### config.mk
export PLATFORM = sky130hd
export DESIGN_NAME = module_keypad_scanner
export DESIGN_NICKNAME = d
export VERILOG_FILES = /design/src/rtl/module_keypad_scanner.sv
export SDC_FILE = /design/constraint.sdc
export NUM_CORES = 1
export LEC_CHECK = 0
export CAP_MARGIN = 20
export CORE_ASPECT_RATIO = 2
export CORE_MARGIN = 2
export CORE_UTILIZATION = 30
export CTS_CLUSTER_DIAMETER = 200
export DETAILED_ROUTE_END_ITERATION = 10
export PLACE_DENSITY = 0.55
export RECOVER_POWER = 100
export REMOVE_ABC_BUFFERS = 1
export SYNTH_ARGS = -nofsm -noshare
export SYNTH_HDL_FRONTEND = slang
export SYNTH_SLANG_ARGS = --single-unit
### constraint.sdc
create_clock -name clk -period 2 [get_ports clk]
set_input_delay 0.2 -clock clk [delete_from_list [all_inputs] [get_ports clk]]
set_output_delay 0.2 -clock clk [all_outputs]
set_load 0.01 [all_outputs]
### src/rtl/module_keypad_scanner.sv
// rtl/module_keypad_scanner.sv - 4x4 keypad column scanner with debounce and valid/ack key handshake
// Define KEYPAD_HEX_MAP_EN to report keypad legend codes instead of raw 4*row+col indices.
module module_keypad_scanner #(
   parameter int SCAN_TICKS     = 27000,
   parameter int DEBOUNCE_TICKS = 270000
) (
   input  logic       clk,
   input  logic       rst,
   input  logic [3:0] rows,
   output logic [3:0] columns,
   output logic [3:0] key_code,
   output logic       key_valid,
   input  logic       key_ack
);
   localparam int SW = (SCAN_TICKS > 1) ? $clog2(SCAN_TICKS) : 1;
   localparam int DW = $clog2(DEBOUNCE_TICKS + 1);
   localparam logic [SW-1:0] SCAN_LAST = SW'(SCAN_TICKS - 1);
   localparam logic [DW-1:0] DEB_FULL  = DW'(DEBOUNCE_TICKS);
   localparam logic [DW-1:0] REL_LAST  = DW'(DEBOUNCE_TICKS - 1);

   typedef enum logic [1:0] {SCAN, DEBOUNCE, WAIT_RELEASE} state_t;

   state_t        state_q, state_d;
   logic [3:0]    rows_m_q, rows_s_q;
   logic [1:0]    col_q, col_d;
   logic [3:0]    columns_q, columns_d;
   logic [SW-1:0] scan_cnt_q, scan_cnt_d;
   logic [DW-1:0] deb_cnt_q, deb_cnt_d;
   logic [3:0]    cand_q, cand_d;
   logic [1:0]    row_q, row_d;
   logic [3:0]    key_code_q, key_code_d;
   logic          key_valid_q, key_valid_d;
   logic          one_low;
   logic [1:0]    low_row;

   function automatic logic [3:0] code_of(input logic [1:0] r, input logic [1:0] c);
`ifdef KEYPAD_HEX_MAP_EN
      logic [3:0] code;
      case ({r, c})
         4'h0: code = 4'h1;  4'h1: code = 4'h2;  4'h2: code = 4'h3;  4'h3: code = 4'hA;
         4'h4: code = 4'h4;  4'h5: code = 4'h5;  4'h6: code = 4'h6;  4'h7: code = 4'hB;
         4'h8: code = 4'h7;  4'h9: code = 4'h8;  4'hA: code = 4'h9;  4'hB: code = 4'hC;
         4'hC: code = 4'hE;  4'hD: code = 4'h0;  4'hE: code = 4'hF;  default: code = 4'hD;
      endcase
      return code;
`else
      return {r, c};
`endif
   endfunction

   // Only a single low row counts as a key; none or several are ignored.
   always_comb begin
      one_low = 1'b1;
      low_row = 2'd0;
      case (rows_s_q)
         4'b1110: low_row = 2'd0;
         4'b1101: low_row = 2'd1;
         4'b1011: low_row = 2'd2;
         4'b0111: low_row = 2'd3;
         default: one_low = 1'b0;
      endcase
   end

   always_comb begin
      state_d     = state_q;
      col_d       = col_q;
      scan_cnt_d  = scan_cnt_q;
      deb_cnt_d   = deb_cnt_q;
      cand_d      = cand_q;
      row_d       = row_q;
      key_code_d  = key_code_q;
      key_valid_d = key_valid_q & ~key_ack;
      unique case (state_q)
         SCAN: begin
            if (scan_cnt_q == SCAN_LAST) begin
               scan_cnt_d = '0;
               if (one_low && !key_valid_q) begin
                  state_d   = DEBOUNCE;
                  cand_d    = rows_s_q;
                  row_d     = low_row;
                  deb_cnt_d = '0;
               end else begin
                  col_d = col_q + 2'd1;
               end
            end else begin
               scan_cnt_d = scan_cnt_q + 1'b1;
            end
         end
         DEBOUNCE: begin
            if (deb_cnt_q == DEB_FULL) begin
               state_d     = WAIT_RELEASE;
               key_code_d  = code_of(row_q, col_q);
               key_valid_d = 1'b1;
               deb_cnt_d   = '0;
            end else if (rows_s_q != cand_q) begin
               state_d    = SCAN;
               col_d      = col_q + 2'd1;
               scan_cnt_d = '0;
               deb_cnt_d  = '0;
            end else begin
               deb_cnt_d = deb_cnt_q + 1'b1;
            end
         end
         WAIT_RELEASE: begin
            if (rows_s_q != 4'hF) begin
               deb_cnt_d = '0;
            end else if (deb_cnt_q == REL_LAST) begin
               state_d    = SCAN;
               col_d      = col_q + 2'd1;
               scan_cnt_d = '0;
               deb_cnt_d  = '0;
            end else begin
               deb_cnt_d = deb_cnt_q + 1'b1;
            end
         end
         default: state_d = SCAN;
      endcase
      columns_d = ~(4'b0001 << col_d);
   end

   always_ff @(posedge clk) begin
      if (rst) begin
         state_q     <= SCAN;
         rows_m_q    <= 4'hF;
         rows_s_q    <= 4'hF;
         col_q       <= 2'd0;
         columns_q   <= 4'b1110;
         scan_cnt_q  <= '0;
         deb_cnt_q   <= '0;
         cand_q      <= 4'hF;
         row_q       <= 2'd0;
         key_code_q  <= 4'h0;
         key_valid_q <= 1'b0;
      end else begin
         state_q     <= state_d;
         rows_m_q    <= rows;
         rows_s_q    <= rows_m_q;
         col_q       <= col_d;
         columns_q   <= columns_d;
         scan_cnt_q  <= scan_cnt_d;
         deb_cnt_q   <= deb_cnt_d;
         cand_q      <= cand_d;
         row_q       <= row_d;
         key_code_q  <= key_code_d;
         key_valid_q <= key_valid_d;
      end
   end

   assign columns   = columns_q;
   assign key_code  = key_code_q;
   assign key_valid = key_valid_q;
endmodule

==> results.ini <==
[clock_network]
clockBufferDepth = 2
cts_buffers = 9
cts_max_level = 3
cts_tree = yes
path_clk_slew_ns = 0.05
clock-sinks = 61
ctsHoldBuffers = 0
cts-root-buf = clkbuf_16
clock_latency_ns = 0.33

[place]
dp_slack_ns = -0.3812
hpwl_um = 6520
place.gp.congestion = 0.8378
dp_cells = 584
io_buffers = 15

[pwr]
p_clk_frac = 0.471
p_leak_nw = 1.832
p_comb_frac = 0.139
report.power.total_w = 0.003256
seq_power_share = 0.390
power_density_nw_per_um2 = 686.7
ir_worst_vdd_v = 0.0004017
intPower_w = 0.002464
p_switching_w = 0.0007912
swShare = 0.2430

[detailed_routing]
dr.pass1.iters = 4
wl_per_cell_um = 15.03
ant_nets = 0
drt_first_iter_violations = 163
drc = 0
via_per_inst = 5.020
drt_wl_total_um = 9200
dr_total_vias = 3072

[yosys]
avgSynthCellArea_um2 = 8.647
synth_top_area_frac = 0.3817
yosys_warnings = 0
ys_seq_area_frac = 0.3817
synthTopCellsByCount = dfxtp_1 (61), nor2_1 (43), a21oi_1 (25), nand2_1 (21), nand3_1 (16)
async_reset_ff_frac = 0
synth_edf_count = 0
synthesis.area_um2 = 3199
synth_cell_types = 61
synth_area_leaders = dfxtp_1 (38%), nor2_1 (5.0%), xnor2_1 (4.1%)
synth_top_flop_cell = dfxtp_1
synth_area_leader_cell = dfxtp_1
yosysMostFrequentCell = dfxtp_1
syn_inst = 370
ys_ff_latch = 61

[sta]
slew_headroom = 0.7278
rsz0062_at_grt = true
finalWorstSetupSlack_ns = -0.1939
worst_slew_pin_slew_ns = 0.4083
setup_viol = 47
fin_crit_sh = 1.097
slew_violations = 0
hold_viol_final = 0
fin_hold_ws_ns = 0.4068
timing.fmax_mhz = 455.8
layout_min_cycle_time_ns = 2.194
finalClockSkew_ns = 0.004475

[worst_setup_path]
critPathKind = reg -> reg
crit_start = deb_cnt_q[0]
cp_max_fo = 9
cp-end-kind = flop
cp_data_required_time_ns = 2.26
reg2reg_from = deb_cnt_q[0]
worstSetupStartpointType = flop
critPathArrivalTime_ns = 2.46

[floorplanning]
die_h_um = 150.0
core_um2 = 10480
initial_core_util = 0.3053
num_io_pins = 16
row_count = 53
die_w_um = 77.02
dieArea_um2 = 11560

[worst_hold_path]
hold_class = reg -> reg
hold_start = rows_m_q[2]

[global_routing]
grt_use_total = 0.1657
grt.overflow.total = 0
antenna_found_initial = 0
grt_max_degree = 49
grt_pass1_vias = 3103
grt_pass1_wl_um = 14860

[finish]
final_cells = 612
drive_above_1_share = 0.3621
n_antenna_cell = 0
final_nets = 484
syn2layout_area_growth_pct = 48.18

[run_status]
violations = setup timing
outcome = complete, but fails checks

[flow_run]
max_cap_violations = 0

[power groups by stage]
stage	Clock, W	Combinational [W]	Sequential, W
2_1_floorplan	0	0.000176	0.00129
4_1_cts	0.00157	0.000426	0.00127
5_1_grt	0.00163	0.000491	0.00127
3_5_place_dp	0	0.000385	0.00129
3_3_place_gp	0	0.000380	0.00129
6_report	0.00153	0.000453	0.00127
[logic make-up (layout without fill, tap and decap cells)]
group           count (synthesis)  count (layout)  share of synthesized area
simple gates                  177             177                     0.3293
fa+ha+maj                       7               7                    0.02737
xor+xnor                       22              22                    0.06023
flops                          61              61                     0.3817
mux                             4               4                    0.01252
buf+inv                        30             135                    0.04146
compound gates                 69              69                     0.1474
[registers in the layout (all words and copies together), names as in the netlist]
| signal | flops |
|---|---|
| state_q | 2 |
| key_valid | 1 |
| rows_s_q | 4 |
| key_code | 4 |
| scan_cnt_q | 15 |
| col_q | 2 |
| row_q | 2 |
| columns | 4 |
| deb_cnt_q | 19 |
| cand_q | 4 |
| rows_m_q | 4 |
[area by class of cell]
type / instances / area (um^2)
Multi-Input combinational cell: 279 / 2054
Clock inverter: 5 / 50.05
Sequential cell: 61 / 1239
Timing Repair Buffer: 106 / 934.6
Inverter: 13 / 48.80
Tap cell: 137 / 171.4
Fill cell: 1079 / 5737
Clock buffer: 11 / 242.7
[path summary, 6_finish.rpt]
| kind | slack [ns] | cells after the start | to |
|---|---|---|---|
| worst max-delay path | -0.19 | 8 | scan_cnt_q[5] |
| worst min-delay path | 0.41 | 1 | rows_s_q[2] |
| worst max register to register | -0.19 | 8 | scan_cnt_q[5] |
| worst min register to register | 0.41 | 1 | rows_s_q[2] |
[critical path: stages (launching register included)]
cell and delay (ns):
dfxtp_2 0.36, ha_4 0.14, and3_4 0.18, nand3b_1 0.15, o31ai_4 0.34, nand4_1 0.15
buf_6 0.17, or4_1 0.47, a21oi_1 0.15
[metal layers]
layer  track usage  up-vias  part of all wire
li1              -     1532                 -
met1        0.1496     1479              0.36
met2        0.3342       43              0.59
met3       0.03920       18             0.023
met4       0.08125        0             0.028
met5             0        -                 0
[what timing repair did]
action | 4_1_cts | 5_1_grt
setup endpoints to repair | 48 | 48
buffers inserted | 9 | 3
resized for setup | 45 | 22
pin swaps | 19 | 16
cloned | 0 | 1
[through the flow]
stage / setup TNS, ns / util / area, um^2
6_report: -4.821 / 0.4525 / 4741
5_1_grt: -9.844 / 0.4525 / 4741
4_1_cts: -3.926 / 0.4412 / 4623
3_5_place_dp: -12.86 / 0.3882 / 4068
3_3_place_gp: -12.01 / 0.3882 / 4068
2_1_floorplan: -4.194 / - / 3115
[placed cells by master, fill, tap and decap left out, types with 5 or more instances in the layout]
| cell | n |
|---|---|
| a21oi_1 | 24 |
| or3_1 | 6 |
| xnor2_1 | 15 |
| inv_1 | 13 |
| nand2_1 | 21 |
| or2_2 | 12 |
| dfxtp_2 | 11 |
| buf_6 | 13 |
| o21ai_0 | 13 |
| and3_1 | 7 |
| nor3_2 | 6 |
| clkdlybuf4s50_1 | 5 |
| nand3_1 | 15 |
| dfxtp_1 | 49 |
| xor2_1 | 7 |
| nor2_1 | 37 |
| clkbuf_16 | 10 |
| dlygate4sd3_1 | 10 |
| buf_4 | 73 |
| nand4_1 | 13 |
| nor3_1 | 5 |
Note: power is estimated with default switching activity, not from simulation.
